--- src/rtl/pwd_verify_seq.sv ---
// rtl/pwd_verify_seq.sv - constant-time serial code compare with failure counting and timed lockout
// Optional master-code path (accepted during lockout, clears it on match) enabled by MASTER_CODE_EN.
module pwd_verify_seq #(
  parameter int NUM_DIGITS     = 6,
  parameter int DIGIT_W        = 4,
  parameter int MAX_TRIES      = 3,
  parameter int LOCKOUT_CYCLES = 1000
) (
  input  logic                                clk,
  input  logic                                rst,
  input  logic                                start,
  input  logic [NUM_DIGITS*DIGIT_W-1:0]       code_in,
  input  logic [NUM_DIGITS*DIGIT_W-1:0]       code_ref,
`ifdef MASTER_CODE_EN
  input  logic [NUM_DIGITS*DIGIT_W-1:0]       master_code,
`endif
  output logic                                busy,
  output logic                                done,
  output logic                                match,
  output logic                                reject,
  output logic                                alarm,
  output logic [$clog2(MAX_TRIES+1)-1:0]      fail_cnt
);

  localparam int CW = NUM_DIGITS * DIGIT_W;
  localparam int FW = $clog2(MAX_TRIES + 1);
  localparam int IW = (NUM_DIGITS > 1) ? $clog2(NUM_DIGITS) : 1;
  localparam int LW = $clog2(LOCKOUT_CYCLES + 1);
`ifdef MASTER_CODE_EN
  localparam bit MASTER_EN = 1'b1;
`else
  localparam bit MASTER_EN = 1'b0;
`endif

  typedef enum logic [1:0] {IDLE, CMP, RESULT, LOCK} state_t;

  state_t          state_q, state_d;
  logic [CW-1:0]   in_q, in_d, ref_q, ref_d;
  logic            mis_q, mis_d;
  logic [IW-1:0]   idx_q, idx_d;
  logic [LW-1:0]   lock_q, lock_d;
  logic [FW-1:0]   fail_q, fail_d;
  logic            match_q, match_d;
  logic            done_q, done_d;
  logic            reject_q, reject_d;
  logic            alarm_q, alarm_d;
  logic            relock_q, relock_d;
`ifdef MASTER_CODE_EN
  logic [CW-1:0]   mst_q, mst_d;
  logic            mmis_q, mmis_d;
`endif

  logic take;
  logic code_ok;
  logic master_ok;

  always_comb begin
    state_d  = state_q;
    in_d     = in_q;
    ref_d    = ref_q;
    mis_d    = mis_q;
    idx_d    = idx_q;
    lock_d   = lock_q;
    fail_d   = fail_q;
    match_d  = match_q;
    done_d   = 1'b0;
    alarm_d  = alarm_q;
    relock_d = relock_q;
`ifdef MASTER_CODE_EN
    mst_d     = mst_q;
    mmis_d    = mmis_q;
    code_ok   = ~mis_q | ~mmis_q;
    master_ok = ~mmis_q;
`else
    code_ok   = ~mis_q;
    master_ok = 1'b0;
`endif

    take     = start && (state_q == IDLE || (MASTER_EN && state_q == LOCK));
    reject_d = start && !take;

    case (state_q)
      IDLE: ;
      CMP: begin
        // Low digit is always the current one; snapshots shift down each cycle.
        mis_d = mis_q | (in_q[DIGIT_W-1:0] != ref_q[DIGIT_W-1:0]);
        in_d  = in_q >> DIGIT_W;
        ref_d = ref_q >> DIGIT_W;
`ifdef MASTER_CODE_EN
        mmis_d = mmis_q | (in_q[DIGIT_W-1:0] != mst_q[DIGIT_W-1:0]);
        mst_d  = mst_q >> DIGIT_W;
`endif
        idx_d = idx_q + 1'b1;
        if (idx_q == IW'(NUM_DIGITS - 1)) state_d = RESULT;
      end
      RESULT: begin
        done_d  = 1'b1;
        match_d = code_ok;
        state_d = IDLE;
        if (relock_q && master_ok) begin
          fail_d  = '0;
          alarm_d = 1'b0;
        end else if (relock_q) begin
          lock_d  = LW'(LOCKOUT_CYCLES);
          state_d = LOCK;
        end else if (code_ok) begin
          fail_d = '0;
        end else if (int'(fail_q) + 1 < MAX_TRIES) begin
          fail_d = fail_q + 1'b1;
        end else begin
          fail_d  = FW'(MAX_TRIES);
          lock_d  = LW'(LOCKOUT_CYCLES);
          alarm_d = 1'b1;
          state_d = LOCK;
        end
      end
      LOCK: begin
        if (lock_q <= LW'(1)) begin
          lock_d  = '0;
          fail_d  = '0;
          alarm_d = 1'b0;
          state_d = IDLE;
        end else begin
          lock_d = lock_q - 1'b1;
        end
      end
      default: state_d = IDLE;
    endcase

    // A start on the final lockout cycle is treated as an ordinary attempt.
    if (take) begin
      in_d     = code_in;
      ref_d    = code_ref;
      mis_d    = 1'b0;
      idx_d    = '0;
      relock_d = (state_q == LOCK) && (lock_q > LW'(1));
      state_d  = CMP;
`ifdef MASTER_CODE_EN
      mst_d  = master_code;
      mmis_d = 1'b0;
`endif
    end
  end

  always_ff @(posedge clk or posedge rst) begin
    if (rst) begin
      state_q  <= IDLE;
      in_q     <= '0;
      ref_q    <= '0;
      mis_q    <= 1'b0;
      idx_q    <= '0;
      lock_q   <= '0;
      fail_q   <= '0;
      match_q  <= 1'b0;
      done_q   <= 1'b0;
      reject_q <= 1'b0;
      alarm_q  <= 1'b0;
      relock_q <= 1'b0;
`ifdef MASTER_CODE_EN
      mst_q    <= '0;
      mmis_q   <= 1'b0;
`endif
    end else begin
      state_q  <= state_d;
      in_q     <= in_d;
      ref_q    <= ref_d;
      mis_q    <= mis_d;
      idx_q    <= idx_d;
      lock_q   <= lock_d;
      fail_q   <= fail_d;
      match_q  <= match_d;
      done_q   <= done_d;
      reject_q <= reject_d;
      alarm_q  <= alarm_d;
      relock_q <= relock_d;
`ifdef MASTER_CODE_EN
      mst_q    <= mst_d;
      mmis_q   <= mmis_d;
`endif
    end
  end

  assign busy     = (state_q != IDLE);
  assign done     = done_q;
  assign match    = match_q;
  assign reject   = reject_q;
  assign alarm    = alarm_q;
  assign fail_cnt = fail_q;

endmodule

--- config.mk ---
export PLATFORM = sky130hd
export DESIGN_NAME = pwd_verify_seq
export DESIGN_NICKNAME = d
export VERILOG_FILES = /design/src/rtl/pwd_verify_seq.sv
export SDC_FILE = /design/constraint.sdc
export NUM_CORES = 1
export LEC_CHECK = 0
export CORE_ASPECT_RATIO = 1.4
export CORE_UTILIZATION = 50
export DETAILED_ROUTE_END_ITERATION = 6
export PLACE_DENSITY_LB_ADDON = 0.1
export SLEW_MARGIN = 20
export SYNTH_ARGS = -nofsm -noshare
export SYNTH_HDL_FRONTEND = slang
export SYNTH_SLANG_ARGS = --single-unit
--- constraint.sdc ---
create_clock -name clk -period 2.5 [get_ports clk]
set_input_delay 0.25 -clock clk [delete_from_list [all_inputs] [get_ports clk]]
set_output_delay 0.25 -clock clk [all_outputs]
set_load 0.005 [all_outputs]
* Word-level counts from Yosys, hierarchy flattened
Cells that the tools add are included.
Word-level totals: bits in registers 71, latch bits 0, RAM bits 0, bits in read-only memories 0, output and inout port bits 7, logic and storage cells 77, memories kept 0
Cells by class: add/sub/neg operators 4, multiply operators 0, divide/modulo/power cells 0, magnitude comparators 3, equality and inequality tests 13, shift-type cells 0, muxes and demuxes 30, bitwise gates (word level) 2, reductions and logical operators 13
Operators by type and width (number):
- 24-bit two-way mux | 4
- 10-bit two-way mux | 4
- 10-bit case mux with 2 select lines | 1
- 2-bit two-way mux | 9
- 3-bit inequality test, second input constant | 4
- 10-bit by 1-bit > comparator with 1-bit output, second input constant | 1
- 10-bit by 1-bit <= comparator with 1-bit output, second input constant | 1
- 10-bit by 1-bit subtractor with 10-bit output, second input constant | 1
- 3-bit AND reduction | 3
- 2-bit inequality test, second input constant | 4
- 1-bit two-way mux | 7
- 3-bit two-way mux | 2
- 2-bit case mux with 3 select lines | 1
- 2-bit nonzero test | 3
- 5-bit AND reduction | 1
- 2-bit == test, second input constant | 2
- 4-bit inequality test | 1
- 2-bit case mux with 2 select lines | 1
- 4-bit nonzero test | 1
- 2-bit by 1-bit adder with 3-bit output, second input constant | 1
- 3-bit by 1-bit adder with 3-bit output, second input constant | 1
- 3-bit == test, second input constant | 1
- 1-bit logical AND | 3
- 3-bit by 2-bit less-than comparator with 1-bit output, second input constant | 1
- 7 further kinds | 7

* Longest topological paths before layout
Gate-level depths: netlist of run 1.
depth after elaboration 7, mapped depth 7, depth with buffers taken out 6

* Worst setup path before layout of run 1
OpenSTA, ideal clock, no wires.
path kind reg2reg, start register lock_q[2], end register lock_q[9], library setup time 0.076 ns, data arrival time 1.868 ns, data required time 2.424 ns, slack 0.555 ns, cell stages (with the launch flop) 6, buffers on the path 1, clock period less this slack 1.945 ns, path through dfrtp_1 -> or4_1 -> buf_2 -> or4_4 -> o31a_1 -> o21ai_1
Between the ends: cells in the longest elaborated chain, start to end 3
RTL lines:
- start, declared | line 41 | logic [LW-1:0] lock_q, lock_d;
- start signal, assigned | line 169 | lock_q <= lock_d;
- 10-bit by 1-bit subtractor with 10-bit output or 10-bit by 1-bit <= comparator with 1-bit output (tied branches) | line 124, 118
- 10-bit two-way mux (*) | line 118 | if (lock_q <= LW'(1)) begin
- 10-bit case mux with 2 select lines (*) | line 82 | case (state_q)
Every way passes the cells marked *; elsewhere a longest branch is shown, timed or not. A chain may end at the register's enable or synchronous reset.

* Final worst setup path of run 1
start register lock_q[2], end register fail_q[1], in the netlist fail_cnt[1]
Between the ends: cells in the longest elaborated chain, start to end 3
RTL lines:
- 10-bit by 1-bit <= comparator with 1-bit output | line 118
- 2-bit inequality test (no line)
- 3-bit AND reduction (no line)
- end signal, assigned | line 170 | fail_q <= fail_d;
- end, declared | line 42 | logic [FW-1:0] fail_q, fail_d;
No other way between the ends.

==> impl_metrics.py, run 1 <==
metrics = {
    "outcome": {
        "status": "complete, no violations",
    },
    "global_routing": {
        "overflow": 0,
        "grt_max_degree": 94,
        "grt.total_usage": 0.222,
        "antenna_found_initial": 0,
        "grt_first_pass_wirelength_mm": 12.5,
        "grt_pass1_vias": 2748,
    },
    "synth": {
        "async_flop_share": 1.00,
        "synth_nets": 413,
        "synthFlopType": "dfrtp_1",
        "netlist_area_mm2": 0.00347,
        "ys_warn_count": 0,
        "synth_top_area_frac": 0.512,
        "synth-edff-count": 0,
        "synthCells": 354,
        "synth_most_common_cell": "nand2_1",
        "ys_top_cells_by_count": "72 x nand2_1, 71 x dfrtp_1, 55 x o21ai_0",
        "synth.avg_cell_area_um2": 9.80,
        "synthDistinctLibCells": 39,
        "synth_area_leaders": "dfrtp_1 51%, mux2i_1 12%, o21ai_0 7.9%, nand2_1 7.8%, ha_1 2.9%",
        "synth_top_cell_by_area": "dfrtp_1",
        "seq_area_frac_synth": 0.512,
        "synth_seq_cells": 71,
    },
    "sta": {
        "whs_ns": 0.292,
        "period_share": 0.868,
        "tightestPinTransition_ns": 0.589,
        "fmaxAchievable_mhz": 461,
        "fin_skew_ns": 0.00937,
        "hold_violations": 0,
        "min_period_ns": 2.17,
        "drv_slew": 0,
        "rsz0062_at_grt": "false",
        "slew_headroom": 0.603,
        "timing.setup.tns_ns": 0,
        "setup_viol": 0,
    },
    "cts": {
        "cts_root_buf": "clkbuf_8",
        "post_cts_resized": 0,
        "htree_levels": 3,
        "cts_tree": "yes",
        "cts_setup_buffers": 0,
        "clock_path_buffers": 2,
        "clock_latency_ns": 0.34,
        "cts_buffers": 9,
        "hold_buffers": 0,
        "clock-sinks": 71,
        "path_clk_slew_ns": 0.08,
    },
    "placement": {
        "place.gp.congestion": 0.828,
        "dp_hpwl_mm": 5.04,
        "port_buffers": 57,
        "place_area_mm2": 0.00416,
    },
    "drt": {
        "routedWlPerCell_um": 14.2,
        "drc": 0,
        "drt_iter0_markers": 102,
        "viasPerCell": 5.33,
        "finalWirelength_mm": 7.14,
        "vias": 2682,
        "drtAntennaViolNets": 0,
        "drt-pass1-iter-count": 4,
    },
    "pwr": {
        "switching_share": 0.369,
        "worst_ir_drop_vdd_mv": 0.602,
        "p_leak_nw": 1.83,
        "p_per_area_mw_per_mm2": 1190,
        "clkPwrFrac": 0.187,
        "p_comb_frac": 0.422,
        "seqPwrFrac": 0.391,
        "internal-power_mw": 3.26,
        "p_sw_mw": 1.91,
    },
    "setup_path": {
        "worstPathMaxFanout": 9,
        "regToRegSetupSlack_ns": 0.33,
        "arrival_ns": 2.40,
        "required_ns": 2.73,
        "reg2reg_depth": 4,
        "r2r-end": "fail_cnt[1]",
        "rr_startpoint": "lock_q[2]",
        "end_kind": "flop",
        "worst-setup-path-type": "flop to flop",
        "cp-start-kind": "flop",
    },
    "cells_and_area": {
        "antenna_cells": 0,
        "final_area_mm2": 0.00436,
        "drive_above_1_share": 0.0608,
        "seq_area_mm2": 0.00178,
        "multi_input_area_mm2": 0.00158,
        "n_fill_cell": 588,
        "syn2layout_area_growth_pct": 25.8,
        "fin_nets": 465,
    },
    "run": {
        "drv_cap": 0,
    },
    "die": {
        "initial_core_util": 0.521,
        "die_h_um": 101,
        "core-area_mm2": 0.00666,
        "rows": 35,
        "die_w_um": 72.4,
        "dieArea_mm2": 0.00728,
        "ioPinCount": 58,
    },
    "worst_hold_path": {
        "hold_class": "primary input to asynchronous set/reset pin",
    },
}
## layout by cell type (no fill, tap or decap), types with 5 or more instances in the layout
cell / n
a21oi_1: 6
clkbuf_8: 9
clkdlybuf4s50_1: 57
dfrtp_1: 71
ha_1: 7
inv_1: 7
mux2i_1: 41
nand2_1: 72
nand3_1: 7
nand3b_1: 8
nor2_1: 11
o21ai_0: 55
xnor2_1: 5
## worst max path at each step
| stage | from | endpoint | slack (ns) |
|---|---|---|---|
| 4_1_cts | lock_q[2] | fail_cnt[1] | 0.37 |
| 3_3_place_gp | lock_q[2] | fail_cnt[1] | 0.41 |
| 2_1_floorplan | rst | alarm | 0.45 |
| 6_report | lock_q[2] | fail_cnt[1] | 0.33 |
| 3_5_place_dp | lock_q[2] | fail_cnt[1] | 0.38 |
| 5_1_grt | lock_q[2] | fail_cnt[1] | 0.17 |
## kinds of logic after synthesis
kind of cell | after synthesis | share of synthesized area
adder cells (fa/ha/maj) | 8 | 0.0289
AO/OA/AOI/OAI | 77 | 0.129
AND/OR/NAND/NOR | 120 | 0.160
flip-flops | 71 | 0.512
multiplexers | 42 | 0.122
XOR/XNOR | 6 | 0.0152
buffers and inverters | 30 | 0.0328
## metal layers
metal,vias to the layer above,GRT usage,share of wire
met5,-,0,0
met4,0,0.109,0.020
met3,11,0.0290,0.022
met2,50,0.374,0.52
met1,1282,0.280,0.44
li1,1339,-,-
## critical path, stage by stage (launching register included)
cell and delay, ns:
dfrtp_1 0.46, or4_1 0.67, o41ai_2 0.63, nand2_1 0.15, o2bb2ai_1 0.15
## stage by stage
| step | power (mW) | cells | setup WS, ns | utilization |
|---|---|---|---|---|
| floorplan | 3.53 | 354 | 0.453 | - |
| global placement | 4.15 | 487 | 0.413 | 0.624 |
| detailed placement | 4.23 | 487 | 0.383 | 0.624 |
| CTS | 5.20 | 503 | 0.374 | 0.655 |
| global route | 5.61 | 503 | 0.173 | 0.655 |
| finish | 5.17 | 503 | 0.330 | 0.655 |
## layout make-up
class	instances	area share
flip-flops and latches	71	0.407
inverters	8	0.00688
multi-input cells	253	0.363
clock buffers	12	0.0310
repair buffers	63	0.150
clock inverters	4	0.0161
well taps	92	0.0264
## power groups by stage
stage | sequential (mW) | combinational (mW) | clock (mW)
after global routing | 2.09 | 2.48 | 1.04
after global placement | 2.02 | 2.13 | 0
after floorplan | 1.93 | 1.60 | 0
final | 2.02 | 2.18 | 0.968
after CTS | 2.02 | 2.20 | 0.979
after detailed placement | 2.04 | 2.19 | 0
## registers in the layout, indices dropped and copies added, names as in the netlist
register	flops
state_q	2
idx_q	3
ref_q	24
alarm	1
relock_q	1
reject	1
fail_cnt	2
lock_q	10
mis_q	1
done	1
in_q	24
match	1
Power figures use the tool's default switching activity.
==> run 2, diff against run 1 <==
--- a/config.mk
+++ b/config.mk
@@ -5,6 +5,7 @@
 export SDC_FILE = /design/constraint.sdc
 export NUM_CORES = 1
 export LEC_CHECK = 0
+export CAP_MARGIN = 25
 export CORE_ASPECT_RATIO = 1.4
 export CORE_UTILIZATION = 50
 export DETAILED_ROUTE_END_ITERATION = 6
==> results of run 2 <==
The final DEF is identical to that of run 1; final timing and power are the same.
==> run 3, diff against run 2 <==
--- a/config.mk
+++ b/config.mk
@@ -6,7 +6,7 @@
 export NUM_CORES = 1
 export LEC_CHECK = 0
 export CAP_MARGIN = 25
-export CORE_ASPECT_RATIO = 1.4
+export CORE_ASPECT_RATIO = 0.6
 export CORE_UTILIZATION = 50
 export DETAILED_ROUTE_END_ITERATION = 6
 export PLACE_DENSITY_LB_ADDON = 0.1
==> run 3 against run 2 <==
Compared with the run above: clock skew fell by 0.0043 ns; critical path depth rose by 1; count of clock-buffer cells in the layout fell by 1; total power rose by 8.1%; critical path type unchanged.
==> impl_metrics.py, run 3 (synthesis gave the netlist of run 1 again) <==
metrics = {
    "drt": {
        "finalWirelength_mm": 7.70,
        "viasPerCell": 5.44,
        "vias": 2729,
        "drc": 0,
        "top_layer_used": "met4",
        "drt_iter0_markers": 254,
        "met3_length_um": 554,
        "drtAntennaViolNets": 0,
        "wl_met1_mm": 3.83,
        "wl_met2_mm": 3.26,
        "routedWlPerCell_um": 15.3,
        "drt-pass1-iter-count": 4,
    },
    "pwr": {
        "worst_ir_drop_vdd_mv": 0.508,
        "p_per_area_mw_per_mm2": 1240,
        "total_power_mw": 5.59,
        "p_leak_nw": 1.91,
    },
    "placement": {
        "place.gp.congestion": 0.919,
        "place_inst": 487,
        "place_area_mm2": 0.00418,
        "port_buffers": 57,
        "place_ws_ns": 0.436,
        "dp_hpwl_mm": 5.23,
    },
    "sta": {
        "fmaxAchievable_mhz": 468,
        "whs_ns": 0.381,
        "setup_viol": 0,
        "hold_violations": 0,
        "setup_slack_ns": 0.361,
        "min_period_ns": 2.14,
        "fin_skew_ns": 0.00504,
        "rsz0062_at_grt": "false",
        "tightestPinTransition_ns": 0.767,
        "drv_slew": 0,
        "slew_headroom": 0.488,
        "period_share": 0.856,
        "timing.setup.tns_ns": 0,
    },
    "cts": {
        "htree_levels": 3,
        "cts_root_buf": "clkbuf_16",
        "clock_path_buffers": 2,
        "post_cts_resized": 0,
        "hold_buffers": 0,
        "cts_setup_buffers": 0,
        "cts_buffers": 9,
        "path_clk_slew_ns": 0.05,
        "clock_latency_ns": 0.33,
        "clock-sinks": 71,
        "cts_tree": "yes",
    },
    "die": {
        "die_w_um": 110,
        "core-area_mm2": 0.00668,
        "ioPinCount": 58,
        "dieArea_mm2": 0.00728,
        "initial_core_util": 0.519,
        "rows": 23,
        "die_h_um": 66.5,
    },
    "run": {
        "drv_cap": 0,
    },
    "cells_and_area": {
        "drive_above_1_share": 0.0747,
        "reg.largest.list": "in_q: 24 flops, ref_q: 24 flops, lock_q: 10 flops",
        "fin_nets": 470,
        "syn2layout_area_growth_pct": 29.4,
        "final_area_mm2": 0.00449,
        "layoutNonFillerInstCount": 502,
        "mostFrequentLayoutCell": "nand2_1",
        "fin_util": 0.672,
        "antenna_cells": 0,
        "mostFrequentLayoutCells": "72 x nand2_1, 71 x dfrtp_1, 57 x clkdlybuf4s50_1, 55 x o21ai_0, 41 x mux2i_1",
    },
    "worst_hold_path": {
        "hold_class": "primary input to asynchronous set/reset pin",
    },
    "global_routing": {
        "grt_first_pass_wirelength_mm": 13.0,
        "grt_pass1_vias": 2635,
        "antenna_found_initial": 0,
        "grt.total_usage": 0.240,
        "overflow": 0,
        "grt_max_degree": 94,
    },
    "setup_path": {
        "end_kind": "flop",
        "rr_startpoint": "lock_q[2]",
        "r2r-end": "lock_q[0]",
        "worst-setup-path-type": "flop to flop",
        "arrival_ns": 2.34,
        "required_ns": 2.70,
        "setup.worst_path.end": "lock_q[0]",
        "cp-start-kind": "flop",
        "cp-startpoint": "lock_q[2]",
        "worstPathMaxFanout": 9,
        "reg2reg_depth": 5,
        "regToRegSetupSlack_ns": 0.36,
    },
    "outcome": {
        "status": "complete, no violations",
    },
}
run 3: cell count changes in the layout (fill, tap and decap cells not counted), sizes merged:
cell / delta
buf: +5
clkbuf: -1
run 3: critical path: stages (launching register included):
cell     delay, ns
dfrtp_1       0.45
or4_1         0.68
o41ai_2       0.48
buf_4         0.21
or3_1         0.10
o21ai_0       0.08
run 3: per-layer routing:
metal,up-vias,global-route usage
met5,-,0
met2,81,0.344
met3,6,0.0675
li1,1349,-
met4,0,0.0583
met1,1293,0.358
run 3: layout make-up:
type,count,area (um^2)
Clock buffer,11,243
Clock inverter,4,70.1
Inverter,8,30.0
Fill cell,520,2190
Tap cell,87,109
Multi-Input combinational cell,253,1580
Sequential cell,71,1780
Timing Repair Buffer,68,678
run 3: worst min path at each step:
stage / from / cells past startpoint / end
floorplan: code_in[20] / 2 / in_q[20]
global placement: alarm / 1 / alarm
detailed placement: alarm / 1 / alarm
CTS: rst / 2 / fail_cnt[1]
global route: rst / 2 / fail_cnt[1]
finish: rst / 2 / fail_cnt[1]
run 3: where the power goes:
part,total [mW],internal [mW],switching [mW]
clock,1.35,0.891,0.459
combinational,2.23,1.04,1.19
sequential,2.01,1.66,0.350
total,5.59,3.59,2.00
